### src/rtl/aes_pkg.sv
// rtl/aes_pkg.sv - shared types and constants for the AES-256 CTR sequencer
package aes_pkg;

  localparam int NR  = 14;
  localparam int NRK = NR + 1;

  typedef logic [127:0] block_t;
  typedef logic [255:0] key_t;

  typedef enum logic [2:0] {
    IDLE,
    KEXP,
    READY,
    ENC,
    OUT
  } state_t;

endpackage

### src/rtl/aes_rk_store.sv
// rtl/aes_rk_store.sv - NRK x 128 round-key register file, combinational read, zero beyond rkNR
module aes_rk_store
  import aes_pkg::*;
(
  input  logic         clk,
  input  logic         rst,
  input  logic         we,
  input  logic [3:0]   widx,
  input  logic [127:0] wdata,
  input  logic [3:0]   ridx,
  output logic [127:0] rdata
);

  block_t mem [NRK];

  always_ff @(posedge clk or negedge rst) begin
    if (!rst) begin
      for (int i = 0; i < NRK; i++) mem[i] <= '0;
    end else if (we && (widx < 4'(NRK))) begin
      mem[widx] <= wdata;
    end
  end

  assign rdata = (ridx < 4'(NRK)) ? mem[ridx] : '0;

endmodule

### src/rtl/aes_ctr_ctrl.sv
// rtl/aes_ctr_ctrl.sv - AES-256 CTR-mode sequencer: round-key capture, counter issue, keystream XOR.
// Optional AES_CTR_WRAP_STOP_EN: refuse new input after a counter wrap until the next iv_load.
module aes_ctr_ctrl
  import aes_pkg::*;
#(
  parameter int CTR_W = 32
) (
  input  logic         clk,
  input  logic         rst,
  input  logic         key_load,
  input  logic [255:0] key,
  input  logic         iv_load,
  input  logic [127:0] iv,
  input  logic         din_valid,
  output logic         din_ready,
  input  logic [127:0] din,
  output logic         dout_valid,
  input  logic         dout_ready,
  output logic [127:0] dout,
  output logic         ke_start,
  output logic [255:0] ke_key,
  input  logic         ke_rk_valid,
  input  logic [127:0] ke_rk,
  output logic         core_start,
  output logic [127:0] core_block,
  input  logic         core_done,
  input  logic [127:0] core_ks,
  input  logic [3:0]   core_rk_idx,
  output logic [127:0] core_rk,
  output logic         key_ready,
  output logic         busy,
  output logic         ctr_wrap
);

  state_t     state, state_nxt;
  logic [3:0] cnt;
  logic       iv_ok;
  block_t     ctr_q, din_q;

  logic idle_ready, take_key, take_iv, take_din;
  logic rk_beat, rk_last, take_ks, take_out;

  assign idle_ready = (state == IDLE) || (state == READY);
  assign take_key   = idle_ready && key_load;
  assign take_iv    = idle_ready && iv_load;
  assign take_din   = din_valid && din_ready;
  assign rk_beat    = (state == KEXP) && ke_rk_valid;
  assign rk_last    = rk_beat && (cnt == 4'(NR));
  assign take_ks    = (state == ENC) && core_done;
  assign take_out   = (state == OUT) && dout_ready;
  assign busy       = !idle_ready;

  // Host key/IV updates take priority over a data block offered in the same cycle.
`ifdef AES_CTR_WRAP_STOP_EN
  assign din_ready = (state == READY) && key_ready && iv_ok && !key_load && !iv_load && !ctr_wrap;
`else
  assign din_ready = (state == READY) && key_ready && iv_ok && !key_load && !iv_load;
`endif

  always_ff @(posedge clk or negedge rst) begin
    if (!rst) state <= IDLE;
    else      state <= state_nxt;
  end

  always_comb begin
    state_nxt = state;
    case (state)
      IDLE:    if (key_load) state_nxt = KEXP;
      KEXP:    if (rk_last) state_nxt = READY;
      READY: begin
        if (key_load)      state_nxt = KEXP;
        else if (take_din) state_nxt = ENC;
      end
      ENC:     if (core_done) state_nxt = OUT;
      OUT:     if (dout_ready) state_nxt = READY;
      default: state_nxt = IDLE;
    endcase
  end

  always_ff @(posedge clk or negedge rst) begin
    if (!rst) begin
      ke_key     <= '0;
      ke_start   <= 1'b0;
      core_start <= 1'b0;
      core_block <= '0;
      dout       <= '0;
      dout_valid <= 1'b0;
      key_ready  <= 1'b0;
      ctr_wrap   <= 1'b0;
      ctr_q      <= '0;
      din_q      <= '0;
      cnt        <= '0;
      iv_ok      <= 1'b0;
    end else begin
      ke_start   <= 1'b0;
      core_start <= 1'b0;
      if (take_key) begin
        ke_key    <= key;
        ke_start  <= 1'b1;
        key_ready <= 1'b0;
        cnt       <= '0;
      end
      if (rk_beat) begin
        cnt <= cnt + 4'd1;
        if (rk_last) key_ready <= 1'b1;
      end
      if (take_iv) begin
        ctr_q    <= iv;
        iv_ok    <= 1'b1;
        ctr_wrap <= 1'b0;
      end
      if (take_din) begin
        din_q      <= din;
        core_start <= 1'b1;
        core_block <= ctr_q;
      end
      if (take_ks) begin
        dout       <= din_q ^ core_ks;
        dout_valid <= 1'b1;
      end
      // Only the low CTR_W bits count; the nonce part of the block never changes.
      if (take_out) begin
        dout_valid         <= 1'b0;
        ctr_q[CTR_W-1:0]   <= ctr_q[CTR_W-1:0] + CTR_W'(1);
        if (&ctr_q[CTR_W-1:0]) ctr_wrap <= 1'b1;
      end
    end
  end

  aes_rk_store u_rk_store (
    .clk   (clk),
    .rst   (rst),
    .we    (rk_beat),
    .widx  (cnt),
    .wdata (ke_rk),
    .ridx  (core_rk_idx),
    .rdata (core_rk)
  );

endmodule
### config.mk
export PLATFORM = sky130hd
export DESIGN_NAME = aes_ctr_ctrl
export DESIGN_NICKNAME = d
export VERILOG_FILES = /design/src/rtl/aes_pkg.sv /design/src/rtl/aes_rk_store.sv /design/src/rtl/aes_ctr_ctrl.sv
export SDC_FILE = /design/constraint.sdc
export NUM_CORES = 2
export LEC_CHECK = 0
export ABC_AREA = 1
export CAP_MARGIN = 20
export CORE_MARGIN = 10
export CORE_UTILIZATION = 30
export DETAILED_ROUTE_END_ITERATION = 7
export GPL_ROUTABILITY_DRIVEN = 0
export PLACE_DENSITY = 0.46
export SLEW_MARGIN = 0
export SYNTH_ARGS = -nofsm -noshare
export SYNTH_HDL_FRONTEND = slang
export SYNTH_SLANG_ARGS = --single-unit
export TNS_END_PERCENT = 30
### constraint.sdc
create_clock -name clk -period 2.6 [get_ports clk]
set_input_delay 0.52 -clock clk [delete_from_list [all_inputs] [get_ports clk]]
set_output_delay 0.52 -clock clk [all_outputs]
set_load 0.1 [all_outputs]
==> results.txt <==
Port buffer count - 1426
Worst min path class - in -> reg
Reg clk slew, reported paths - 0.06 ns
Worst-path fanout max - 20
CP Data Required Time - 2.08 ns
Final number of setup-violating endpoints - 128
Worst Setup Start Kind - input pin
Fin crit period - 2.90 ns
Antenna violations before repair - 56
Final Cell Area - 156000 um^2
GRT Total Usage - 21.3%
Num Clock Sinks - 2701
WHS Path Cells - 3
Max Transition Viols Final - 0
Arrival @ worst endpoint - 2.38 ns
Starting Density - 30.1%
Pre-Repair DR Iteration Count - 6
Max Clk Rate - 345 MHz
Syn avg cell area - 8.41 um^2
Worst R2R Path Depth - 11
Hold_sp - din[113]
Synthesized net count - 14564
Final worst path period share - 111%
Hold Crit Endpoint - din_q[113]
HPWL after detailed placement - 308000 um
Most frequent cells in the layout - nand2_1, dfrtp_1, o21ai_0, nor2_1, buf_4
CTS tree - done
Vias in the first global route - 98891
Num ports - 1427
Total number of vias - 99353
Leak - 72.8 nW
Area grow syn2layout - 34.4%
Sequential fraction of the synthesis area - 58.3%
Mapped Area - 116000 um^2
Worst R2R Setup Slack - 0.33 ns
DRC Markers - 0
Root Buffer Master - clkbuf_16
Worst skew pair latency - 0.96 ns
Core area - 385000 um^2
Final worst setup slack - -0.297 ns
Grt total ovfl - 0
Core Util, Final - 40.5%
Synth warn - 0
Post-DP Area - 142000 um^2
Slew @ Worst Pin - 0.747 ns
Slew margin rel. - 50.0%
Iter 0 DRT Violations - 7905
Antenna-violating nets left - 0
Worst Setup End Kind - primary output
Commonest non-fill, non-tap cell in the layout - nand2_1
Failing checks - setup timing
Pwr Density - 1050 nW/um^2
Post-synth cell types - 34
Max-cap check violation count - 0
DRT Wirelength - 458000 um
Die ar. - 411000 um^2
Vias per std cell - 4.82
Share of layout cells above drive strength 1 - 14.7%
Die height - 641 um
Reg2reg start - state[2]
Crit Reg-Reg Endpoint - u_rk_store.mem[1254]
Final net count - 16069
First-pass GRT wire length - 677000 um
RSZ-0062 raised after global routing - true
Number of synthesized register bits - 2701
Per-cell routed wire length - 22.2 um
Die width - 641 um
Hold Vio Cnt, Final - 0
H-tree levels - 5
CTS Buffer Depth - 4
Max IR drop VDD - 0.00124 V
Largest net degree at the start of global routing - 114
Num CTS Buffers - 324
Outcome - complete, but fails checks
Number of placement rows - 228
Worst Path Class, Setup - in -> out
Skew final - 0.0557 ns
Syn Inst Count - 13779
cell usage after synthesis, drive strengths merged:
master / instances / area, um^2
dfrtp: 2701 / 67600
o22ai: 2 / 12.5
clkbuf: 624 / 2340
a21o: 1 / 7.51
nand2: 4872 / 18300
o2111ai: 105 / 920
nand3: 283 / 1420
o21ai: 2514 / 12600
nor2: 1086 / 4100
a21oi: 132 / 661
nor3: 3 / 15.0
o211ai: 154 / 1160
a22o: 1 / 8.76
o21a: 6 / 45.0
o2bb2ai: 1 / 8.76
ha: 5 / 62.6
xnor2: 128 / 1120
a22oi: 1 / 7.51
nand3b: 1 / 7.51
o32ai: 1 / 8.76
or2: 3 / 18.8
buf: 447 / 2190
inv: 457 / 1720
o31ai: 2 / 15.0
xor2: 2 / 17.5
nand4: 247 / 1550
flip-flops by register name (all words and copies together) (netlist names):
| register | flops |
|---|---|
| dout_valid | 1 |
| state | 3 |
| ctr_q | 128 |
| din_q | 128 |
| u_rk_store.mem | 1920 |
| key_ready | 1 |
| ctr_wrap | 1 |
| dout | 128 |
| iv_ok | 1 |
| core_start | 1 |
| core_block | 128 |
| cnt | 4 |
| ke_start | 1 |
| ke_key | 256 |
layer usage:
layer  wire length, um  track usage, %
met5               264               0
met1            205000            29.0
met4             11500            5.19
met3             25300            3.90
met2            216000            35.1
worst max-delay path by stage:
| stage | from | endpoint | slack, ns |
|---|---|---|---|
| global route | u_rk_store.mem[1802] | core_rk[10] | -0.43 |
| floorplan | core_rk_idx[0] | core_rk[44] | -0.21 |
| CTS | u_rk_store.mem[1802] | core_rk[10] | -0.42 |
| global placement | core_rk_idx[0] | core_rk[123] | -0.37 |
| finish | core_rk_idx[0] | core_rk[46] | -0.30 |
| detailed placement | core_rk_idx[0] | core_rk[110] | -0.38 |
critical path: stages:
cell and delay [ns]:
buf_16 0.12, buf_12 0.14, nor2_4 0.17, buf_12 0.14
buf_16 0.15, buf_16 0.20, nand2_1 0.07, nand3_1 0.10
o21ai_2 0.07, o21ai_4 0.34, clkbuf_16 0.29
stage by stage:
step                      power (mW)  setup TNS, ns  hold WS [ns]  cells  worst slack (ns)
after floorplan                 98.2         -22.47         0.224  13779            -0.210
after global placement           117         -39.71         0.430  19909            -0.366
after detailed placement         117         -42.47         0.443  19909            -0.382
after CTS                        165         -22.44      0.000506  20545            -0.416
after global routing             172         -30.34        0.0443  20607            -0.434
final                            163         -22.27        0.0973  20618            -0.297
final cells by class:
cell class	count	area [um^2]
timing repair buffer	2250	25800
multi-input combinational	9550	43400
clock inverter	112	1430
antenna	23	57.6
clock buffer	465	9350
sequential	2701	67600
tap	5060	6330
inverter	457	1800
fill	38921	229000
what timing repair did:
item | in CTS | in global routing
endpoints found under the hold margin | 766 | 0
gates resized for setup | 307 | 207
pin swaps | 140 | 132
setup endpoints to repair | 130 | 129
hold buffers | 18 | 0
gates cloned | 19 | 20
buffers inserted | 28 | 38
power breakdown:
| part | switching [mW] | internal, mW |
|---|---|---|
| sequential | 6.81 | 54.0 |
| combinational | 40.9 | 15.2 |
| clock | 19.5 | 27.1 |
cell families (layout without fill, tap and decap cells):
| group | count (synthesis) | after routing | share of synthesized area [%] |
|---|---|---|---|
| AND/OR/NAND/NOR | 6495 | 6495 | 21.9 |
| AO/OA/AOI/OAI | 2920 | 2920 | 13.3 |
| flip-flops | 2701 | 2701 | 58.3 |
| buffers and inverters | 1528 | 3284 | 5.39 |
| XOR/XNOR | 130 | 130 | 0.983 |
| adder cells (fa/ha/maj) | 5 | 5 | 0.0540 |
| other | 0 | 23 | 0 |
(Power assumes the default switching activity.)
